`config.mk`:
```
export PLATFORM = sky130hd
export DESIGN_NAME = lns_add_arbiter_flat
export DESIGN_NICKNAME = d
export VERILOG_FILES = /design/src/rtl/lns_add_arbiter_if.sv /design/src/rtl/lns_add_arbiter.sv /design/src/flat_wrapper.sv
export SDC_FILE = /design/constraint.sdc
export NUM_CORES = 1
export LEC_CHECK = 0
export CAP_MARGIN = 20
export CORE_AREA = 2 2 123 185
export DETAILED_ROUTE_END_ITERATION = 8
export DIE_AREA = 0 0 125 187
export SETUP_SLACK_MARGIN = 0.02
export SLEW_MARGIN = 20
export SYNTH_ARGS = -nofsm -noshare
export SYNTH_HDL_FRONTEND = slang
export SYNTH_SLANG_ARGS = --single-unit
```
`constraint.sdc`:
```
create_clock -name clk -period 15.9 [get_ports clk]
set_input_delay 3.18 -clock clk [delete_from_list [all_inputs] [get_ports clk]]
set_output_delay 3.18 -clock clk [all_outputs]
set_load 0.005 [all_outputs]
```
`src/rtl/lns_add_arbiter_if.sv`:
```
// ============================================================================
// Module      : lns_add_arbiter_if
// Description : Requester, result and control bundle of the shared LNS adder.
// Revision    : 1.0 - initial release
// ============================================================================
`default_nettype none

interface lns_add_arbiter_if #(
    parameter int NUM_REQ = 4,
    parameter int WIDTH   = 18,
    parameter int ID_W    = 2
);
    logic [NUM_REQ-1:0]       req;
    logic [NUM_REQ*WIDTH-1:0] req_x;
    logic [NUM_REQ*WIDTH-1:0] req_y;
    logic [NUM_REQ-1:0]       req_sx;
    logic [NUM_REQ-1:0]       req_sy;
    logic [NUM_REQ-1:0]       gnt;
    logic                     flush;
    logic                     rsp_valid;
    logic                     rsp_ready;
    logic [WIDTH-1:0]         rsp_z;
    logic                     rsp_sz;
    logic [ID_W-1:0]          rsp_id;
    logic                     busy;

    modport master (
        output req, req_x, req_y, req_sx, req_sy, flush, rsp_ready,
        input  gnt, rsp_valid, rsp_z, rsp_sz, rsp_id, busy
    );

    modport slave (
        input  req, req_x, req_y, req_sx, req_sy, flush, rsp_ready,
        output gnt, rsp_valid, rsp_z, rsp_sz, rsp_id, busy
    );
endinterface

`default_nettype wire

```
`src/rtl/lns_add_arbiter.sv`:
```
// ============================================================================
// Module      : lns_add_arbiter
// Description : Round-robin arbiter sharing one 18-bit log-domain adder,
//               two registered stages with valid/ready result backpressure.
// Revision    : 1.0 - initial release
// ============================================================================
`default_nettype none

module lns_add_arbiter #(
    parameter int NUM_REQ = 4,
    parameter int WIDTH   = 18,
    parameter int ID_W    = 2
) (
    input  wire logic          clk,
    input  wire logic          rst_n,
    lns_add_arbiter_if.slave   bus
);
    localparam int               c_BIT_SHIFT = 9;
    localparam logic [WIDTH-1:0] c_DP_BASE   = WIDTH'(512);
    localparam logic [WIDTH-1:0] c_DM_BASE   = WIDTH'(1536);

    // operand stage
    logic             r_op_valid;
    logic [WIDTH-1:0] r_x;
    logic [WIDTH-1:0] r_y;
    logic             r_sx;
    logic             r_sy;
    logic [ID_W-1:0]  r_op_id;

    // result stage
    logic             r_rsp_valid;
    logic [WIDTH-1:0] r_rsp_z;
    logic             r_rsp_sz;
    logic [ID_W-1:0]  r_rsp_id;

    logic [ID_W-1:0]  r_rr_ptr;

    logic             w_res_adv;
    logic             w_op_adv;
    logic             w_found;
    logic [ID_W-1:0]  w_win;
    logic             w_gnt_en;
    logic [ID_W-1:0]  w_ptr_nxt;
    logic [WIDTH-1:0] w_x   [NUM_REQ];
    logic [WIDTH-1:0] w_y   [NUM_REQ];
    logic [ID_W-1:0]  w_order [NUM_REQ];

    assign w_res_adv = !r_rsp_valid || bus.rsp_ready;
    assign w_op_adv  = !r_op_valid || w_res_adv;

    generate
        for (genvar gi = 0; gi < NUM_REQ; gi++) begin : g_unpack
            assign w_x[gi]     = bus.req_x[gi*WIDTH +: WIDTH];
            assign w_y[gi]     = bus.req_y[gi*WIDTH +: WIDTH];
            assign w_order[gi] = ID_W'((int'(r_rr_ptr) + gi) % NUM_REQ);
        end
    endgenerate

    // First requesting index at or after the pointer, wrapping around.
    always_comb begin
        w_found = 1'b0;
        w_win   = '0;
        for (int i = 0; i < NUM_REQ; i++) begin
            if (!w_found && bus.req[w_order[i]]) begin
                w_found = 1'b1;
                w_win   = w_order[i];
            end
        end
    end

    assign w_gnt_en  = rst_n && w_op_adv && !bus.flush && w_found;
    assign w_ptr_nxt = (int'(w_win) == NUM_REQ - 1) ? '0 : w_win + ID_W'(1);
    assign bus.gnt   = w_gnt_en ? ({{(NUM_REQ-1){1'b0}}, 1'b1} << w_win) : '0;

    // Log-domain addition on the operand-stage registers.
    logic signed [WIDTH:0] w_xe;
    logic signed [WIDTH:0] w_ye;
    logic signed [WIDTH:0] w_sub;
    logic        [WIDTH:0] w_abs;
    logic [WIDTH-1:0]      w_diff;
    logic [WIDTH-1:0]      w_d;
    logic [WIDTH-1:0]      w_dp;
    logic [WIDTH-1:0]      w_dm;
    logic                  w_x_gt;
    logic [WIDTH-1:0]      w_l;
    logic                  w_sz;
    logic [WIDTH-1:0]      w_z;

    assign w_xe   = {r_x[WIDTH-1], r_x};
    assign w_ye   = {r_y[WIDTH-1], r_y};
    assign w_sub  = w_xe - w_ye;
    assign w_abs  = w_sub[WIDTH] ? (~w_sub + 1'b1) : w_sub;
    assign w_diff = w_abs[WIDTH-1:0];
    assign w_d    = w_diff >> c_BIT_SHIFT;
    assign w_dp   = c_DP_BASE >> w_d;
    assign w_dm   = '0 - (c_DM_BASE >> w_d);
    // Ties pick Y as the larger operand.
    assign w_x_gt = $signed(r_x) > $signed(r_y);
    assign w_l    = w_x_gt ? r_x : r_y;
    assign w_sz   = w_x_gt ? r_sx : r_sy;
    assign w_z    = w_l + ((r_sx == r_sy) ? w_dp : w_dm);

    always_ff @(posedge clk or negedge rst_n) begin
        if (!rst_n) begin
            r_op_valid  <= 1'b0;
            r_x         <= '0;
            r_y         <= '0;
            r_sx        <= 1'b0;
            r_sy        <= 1'b0;
            r_op_id     <= '0;
            r_rsp_valid <= 1'b0;
            r_rsp_z     <= '0;
            r_rsp_sz    <= 1'b0;
            r_rsp_id    <= '0;
            r_rr_ptr    <= '0;
        end else if (bus.flush) begin
            // Drop everything in flight; the arbitration pointer survives.
            r_op_valid  <= 1'b0;
            r_rsp_valid <= 1'b0;
        end else begin
            if (w_op_adv) begin
                r_op_valid <= w_gnt_en;
                if (w_gnt_en) begin
                    r_x     <= w_x[w_win];
                    r_y     <= w_y[w_win];
                    r_sx    <= bus.req_sx[w_win];
                    r_sy    <= bus.req_sy[w_win];
                    r_op_id <= w_win;
                end
            end
            if (w_res_adv) begin
                r_rsp_valid <= r_op_valid;
                if (r_op_valid) begin
                    r_rsp_z  <= w_z;
                    r_rsp_sz <= w_sz;
                    r_rsp_id <= r_op_id;
                end
            end
            if (w_gnt_en) begin
                r_rr_ptr <= w_ptr_nxt;
            end
        end
    end

    assign bus.rsp_valid = r_rsp_valid;
    assign bus.rsp_z     = r_rsp_z;
    assign bus.rsp_sz    = r_rsp_sz;
    assign bus.rsp_id    = r_rsp_id;
    assign bus.busy      = r_op_valid || r_rsp_valid;

endmodule

`default_nettype wire

```
`src/flat_wrapper.sv`:
```
// flat-port wrapper written by rule: the top's interface ports become plain ports
module lns_add_arbiter_flat 
#(
    parameter int NUM_REQ = 4,
    parameter int WIDTH   = 18,
    parameter int ID_W    = 2
)
  (clk, rst_n, bus_req, bus_req_x, bus_req_y, bus_req_sx, bus_req_sy, bus_flush, bus_rsp_ready, bus_gnt, bus_rsp_valid, bus_rsp_z, bus_rsp_sz, bus_rsp_id, bus_busy);
  lns_add_arbiter_if #(.NUM_REQ(NUM_REQ), .WIDTH(WIDTH), .ID_W(ID_W)) bus_i ();
  input  wire logic clk;
  input  wire logic rst_n;
  input wire logic [$bits(bus_i.req)-1:0] bus_req;
  input wire logic [$bits(bus_i.req_x)-1:0] bus_req_x;
  input wire logic [$bits(bus_i.req_y)-1:0] bus_req_y;
  input wire logic [$bits(bus_i.req_sx)-1:0] bus_req_sx;
  input wire logic [$bits(bus_i.req_sy)-1:0] bus_req_sy;
  input wire logic [$bits(bus_i.flush)-1:0] bus_flush;
  input wire logic [$bits(bus_i.rsp_ready)-1:0] bus_rsp_ready;
  output wire logic [$bits(bus_i.gnt)-1:0] bus_gnt;
  output wire logic [$bits(bus_i.rsp_valid)-1:0] bus_rsp_valid;
  output wire logic [$bits(bus_i.rsp_z)-1:0] bus_rsp_z;
  output wire logic [$bits(bus_i.rsp_sz)-1:0] bus_rsp_sz;
  output wire logic [$bits(bus_i.rsp_id)-1:0] bus_rsp_id;
  output wire logic [$bits(bus_i.busy)-1:0] bus_busy;
  assign bus_i.req = bus_req;
  assign bus_i.req_x = bus_req_x;
  assign bus_i.req_y = bus_req_y;
  assign bus_i.req_sx = bus_req_sx;
  assign bus_i.req_sy = bus_req_sy;
  assign bus_i.flush = bus_flush;
  assign bus_i.rsp_ready = bus_rsp_ready;
  assign bus_gnt = bus_i.gnt;
  assign bus_rsp_valid = bus_i.rsp_valid;
  assign bus_rsp_z = bus_i.rsp_z;
  assign bus_rsp_sz = bus_i.rsp_sz;
  assign bus_rsp_id = bus_i.rsp_id;
  assign bus_busy = bus_i.busy;
  lns_add_arbiter #(.NUM_REQ(NUM_REQ), .WIDTH(WIDTH), .ID_W(ID_W)) u_core (.clk(clk), .rst_n(rst_n), .bus(bus_i));
endmodule
```
After elaboration in Yosys (flattened, before gate mapping)
Index checks and enable logic that the tools add are counted.

Register bits after elaboration: 65. Bits of input ports: 160. Output and inout bits: 27.

$add $sub $neg: 8. Magnitude comparators: 7. Equal/unequal tests: 2. Shift-type cells: 3. Mux-type cells: 36. Bitwise operators: 3. Reductions and logical operators: 20.

Operator list (count): two-way mux 18 bit (7); binary-select mux 18 bit (select 2 bit) (2); subtractor 18 x 18 -> 19 bit (1); adder 18 x 1 -> 18 bit (second input constant) (1); adder 18 bit (1); > comparator 18 bit (1); inverter 18 bit (1); >> shifter 10 x 9 -> 18 bit (first input constant) (1); >> shifter 11 x 9 -> 18 bit (first input constant) (1); subtractor 1 x 18 -> 18 bit (first input constant) (1); < comparator 2 x 3 -> 1 bit (second input constant) (5); two-way mux 1 bit (15); binary-select mux 1 bit (select 2 bit) (6); two-way mux 2 bit (5); logical AND 1 bit (6); logical NOT 1 bit (6); AND reduction 3 bit (2); adder 2 x 1 -> 2 bit (second input constant) (2); adder 2 bit (second input constant) (2); two-way mux 4 bit (1); nonzero test 2 bit (2); left shift 1 x 2 -> 4 bit (first input constant) (1); >= comparator 3 bit (second input constant) (1); logical OR 1 bit (3); 5 further kinds (5).

Logic depth before layout (Yosys ltp)
Depth in word-level cells: 16. Depth in mapped cells: 29. Gate-level depth less buffers: 29.

Worst setup path after synthesis
OpenSTA, ideal clock, no wires.

Path kind: input -> output. Start: input port bus_req[2]. End: output port bus_gnt[0]. Data arrival time: 4736 ps. Data required time: 12720 ps. Path slack: 7984 ps. Stages: 9. Path buffers: 2. Cell sequence: mux2i_1 nor2_1 nor3_1 clkbuf_1 buf_1 inv_1 ha_1 inv_1 nor2_1.

Longest elaborated chain between the ends: 14.

Ends and longest elaborated chain: from (decl) (RTL line flat_wrapper.sv:12) `input wire logic [$bits(bus_i.req)-1:0] bus_req;`; binary-select mux 1 bit (select 2 bit) (RTL line lns_add_arbiter.sv:64) `if (!w_found && bus.req[w_order[i]]) begin`; two-way mux 1 bit (implied by the code) (RTL line lns_add_arbiter.sv:64); two-way mux 1 bit (RTL line lns_add_arbiter.sv:64); logical NOT 1 bit (RTL line lns_add_arbiter.sv:64); logical AND 1 bit (RTL line lns_add_arbiter.sv:64); two-way mux 1 bit (RTL line lns_add_arbiter.sv:64); logical NOT 1 bit (RTL line lns_add_arbiter.sv:64); logical AND 1 bit (RTL line lns_add_arbiter.sv:64); two-way mux 1 bit (RTL line lns_add_arbiter.sv:64); logical NOT 1 bit (RTL line lns_add_arbiter.sv:64); logical AND 1 bit (RTL line lns_add_arbiter.sv:64); two-way mux 2 bit * (RTL line lns_add_arbiter.sv:64); via u_core.w_win[0] (RTL line lns_add_arbiter.sv:41) `logic [ID_W-1:0] w_win;`; left shift 1 x 2 -> 4 bit * (RTL line lns_add_arbiter.sv:73) `assign bus.gnt = w_gnt_en ? ({{(NUM_REQ-1){1'b0}}, 1'b1} << w_win) : '0;`; two-way mux 4 bit * (RTL line lns_add_arbiter.sv:73); to (decl) (RTL line flat_wrapper.sv:19) `output wire logic [$bits(bus_i.gnt)-1:0] bus_gnt;`.

The timed path passes the listed nets; every way through them passes the cells marked *. The select of a mux whose other input is x is not followed.

Worst setup path in the final report
Start: input port bus_req[0]. End: output port bus_gnt[3].

Longest elaborated chain between the ends: 14.

Ends and longest elaborated chain (RTL line): binary-select mux 1 bit (select 2 bit) (lns_add_arbiter.sv:64); two-way mux 1 bit (implied by the code) (lns_add_arbiter.sv:64); two-way mux 1 bit (lns_add_arbiter.sv:64); logical NOT 1 bit (lns_add_arbiter.sv:64); logical AND 1 bit (lns_add_arbiter.sv:64); two-way mux 1 bit (lns_add_arbiter.sv:64); logical NOT 1 bit (lns_add_arbiter.sv:64); logical AND 1 bit (lns_add_arbiter.sv:64); two-way mux 1 bit (lns_add_arbiter.sv:64); logical NOT 1 bit (lns_add_arbiter.sv:64); logical AND 1 bit (lns_add_arbiter.sv:64); two-way mux 2 bit / two-way mux 1 bit (equally long branches) (lns_add_arbiter.sv:64); left shift 1 x 2 -> 4 bit / logical AND 1 bit (equally long branches) (lns_add_arbiter.sv:73, lns_add_arbiter.sv:71); two-way mux 4 bit * (lns_add_arbiter.sv:73).

Mark *: on every way between the ends. The rest lies on a longest branch, timed or not. The select of a mux whose other input is x is not followed.

==> impl_results.md <==
- Num CTS Buffers: 9
- Post_cts resized: 0
- Crit-path max cell delay: 0.57 ns
- Number of global-route vias before repair: 6798
- Antenna violations before repair: 0
- Final TNS setup: 0 ns
- Grt ovf: 0
- CTS clk-pin slew, worst paths: 0.06 ns
- Synth Flop Type: dfrtp_1
- HP Class: register to register
- Layout Utilization: 0.4025
- Area delta synth->final: 36.88%
- Post-synth EDFFs: 0
- Max-slew violations: 0
- Register area: 1627 sq um
- RR Startpoint: u_core.r_y[0]
- Yosys top cell area share: 0.2518
- Seq/Total Area, Yosys: 0.2518
- Nets: 1290
- Period utilisation layout: 0.5558
- Vias per cell: 5.006
- Die H: 187 um
- DRT antenna net count: 0
- Final GP Congestion: 0.9234
- Synth Net Count: 1133
- Post-route setup slack: 7.064 ns
- Core area: 21960 sq um
- Lkg Pwr: 3.967 nW
- Post-Route WL: 20520 um
- Worst Tran Pin Value: 1.010 ns
- Mapped Area: 6459 sq um
- Final count of hold timing violations: 0
- Worst VDD drop: 0.0001481 V
- First-pass iteration count of the detailed router: 4
- Ys Warns: 0
- Clock tree buffer depth: 2
- Largest net degree at the start of global routing: 89
- Mapped Cells: 930
- Worst path slowest cell: buf_4
- Max-Cap Viols: 0
- Die W: 125 um
- Setup crit start: bus_req[0]
- Most used cell, CP: clkdlybuf4s50_1
- Synth cell types: 71
- Async SR Flop Fraction: 1.000
- Starting Density: 0.2941
- # clock sinks: 65
- I/O Buffers: 186
- CTS tree: yes
- Hold Crit Start: u_core.bus.rsp_z[10]
- Crit. End Element: output port
- Root buffer cell: clkbuf_16
- Syn_area_per_cell: 6.945 sq um
- Multi-input gate area: 4511 sq um
- Routed wire per std cell: 15.00 um
- # DRC: 0
- Filler instances: 2350
- # diodes: 0
- CTS H-tree lvls: 3
- HPWL Detailed: 16500 um
- Initial drt markers: 336
- Placed Cells: 1352
- Worst Path Max Fanout: 79
- GRT Overall Usage: 0.1738
- Synth area leader: dfrtp_1
- Row count: 67
- Cells along the critical path: clkdlybuf4s50_1, a21oi_1, o21a_1, o22a_2, buf_4, ha_1, inv_1, nor2_1, clkdlybuf4s50_1
- F_max: 0.1132 GHz
- Setup bufs post-CTS: 0
- Min cycle time layout: 8.836 ns
- Critical path startpoint category: primary input
- # setup viols final: 0
- RSZ-0062 raised after global routing: false
- CTS Hold Bufs: 0
- DP Worst Slack: 7.035 ns
- Worst Path Arrival: 5.66 ns
- Final Non-Filler Cells: 1368
- First-pass GRT wire length: 33310 um
- Slew headroom: 0.3219
- Synthesized flop and latch total: 65
- Routed vias: 6848
- Clock skew: 0.01250 ns
- Area contributors post-synth: dfrtp_1, nand2_1, o21ai_0
- Setup CP Type: primary input to output port
- Die area: 23380 sq um
- Outcome: complete, no violations
- WP data required: 12.72 ns
- Layout cells sized above 1: 0.05586
- Io pins: 187
- PD cells: 212.8 nW/um^2
- Clock Latency Late Sink: 0.34 ns
-- through the flow --
step / hold WS [ns] / cell area [sq um] / power [mW]
finish: 0.4727 / 8841 / 1.882
global route: 0.5109 / 8841 / 2.065
floorplan: 0.4386 / 6459 / 1.281
CTS: 0.4743 / 8841 / 1.888
global placement: 0.4540 / 8538 / 1.663
detailed placement: 0.4605 / 8538 / 1.673
-- final cells by class --
type	instances	share of cell area
Tap cell	276	0.03906
Sequential cell	65	0.1840
Inverter	41	0.01741
Multi-Input combinational cell	778	0.5102
Timing Repair Buffer	192	0.2151
Clock buffer	9	0.02547
Clock inverter	7	0.008774
-- power by group --
| group | leakage [nW] | switching, mW | internal [mW] |
|---|---|---|---|
| Sequential | 0.813 | 0.0592 | 0.229 |
| Clock | 0.146 | 0.0802 | 0.123 |
| Combinational | 3.01 | 0.833 | 0.558 |
-- final timing paths --
path	to	slack [ns]	depth (start not counted)
max	bus_gnt[3]	7.06	9
min	u_core.bus.rsp_z[10]	0.47	2
max reg2reg	u_core.bus.rsp_z[16]	8.16	27
min reg2reg	u_core.bus.rsp_z[10]	0.47	2
max in group asynchronous	u_core.bus.rsp_z[1]	12.29	2
min in group asynchronous	u_core.bus.rsp_valid	3.02	2
-- Yosys cell counts (4+ instances only) --
library cell and n:
a21oi_1 23, a22oi_1 4, a21o_1 13, nor2b_1 10, nand2_1 287, a21boi_0 6
xor2_1 8, inv_1 40, mux2i_1 8, nor4_1 6, clkbuf_1 43, nor3_1 13
dfrtp_1 65, o31ai_1 6, o211ai_1 6, a211oi_1 10, nor2_1 34, or3_1 7
mux2_2 17, a31oi_1 6, and2_1 6, and3_1 6, or2_2 7, nand3_1 48
ha_1 41, or4_1 4, xnor2_1 17, nand4_1 5, o21ai_0 110, o22ai_1 4
o21a_1 9, nor3b_1 4, nand2b_1 4
-- kinds of logic (layout without fill, tap and decap cells) --
| logic type | Yosys count | count (layout) | share of synthesized area |
|---|---|---|---|
| buffers and inverters | 87 | 249 | 0.05075 |
| AOI/OAI and AO/OA | 229 | 229 | 0.2232 |
| xor gates and xnor gates | 25 | 25 | 0.03390 |
| DFF | 65 | 65 | 0.2518 |
| and+or+nand+nor | 456 | 456 | 0.3127 |
| adders and majority gates | 43 | 43 | 0.08563 |
| muxes | 25 | 25 | 0.04204 |
-- registers in the layout, summed over array words and instances, names as in the netlist --
| register | cells |
|---|---|
| u_core.r_x | 18 |
| u_core.r_rr_ptr | 2 |
| u_core.r_y | 18 |
| u_core.r_sx | 1 |
| u_core.r_op_id | 2 |
| u_core.bus.rsp_sz | 1 |
| u_core.bus.rsp_z | 18 |
| u_core.r_sy | 1 |
| u_core.bus.rsp_id | 2 |
| u_core.r_op_valid | 1 |
| u_core.bus.rsp_valid | 1 |
-- placed cells by master, fill, tap and decap left out, types with 8 or more instances in the layout --
cell / n
nor2_1: 34
a21o_1: 13
mux2i_1: 8
nand2_1: 287
clkdlybuf4s50_1: 185
inv_1: 40
o21ai_0: 110
xnor2_1: 17
o21a_1: 9
mux2_2: 17
dfrtp_1: 65
a21oi_1: 23
nor3_1: 12
ha_1: 41
nor2b_1: 10
xor2_1: 8
nand3_1: 48
a211oi_1: 10
clkbuf_16: 9
-- layer usage --
metal	part of all wire	vias to the layer above	global-route usage
li1	-	3538	-
met2	0.51	199	0.3161
met5	0	-	0
met1	0.40	3072	0.1931
met3	0.041	39	0.02574
met4	0.050	0	0.09316
-- critical path, delay by kind of cell --
kind | cells | cell delay (ns)
fa+ha+maj | 1 | 0.29
compound gates | 3 | 0.46
buf+inv | 4 | 1.60
simple gates | 1 | 0.10
Power figures use the tool's default switching activity.
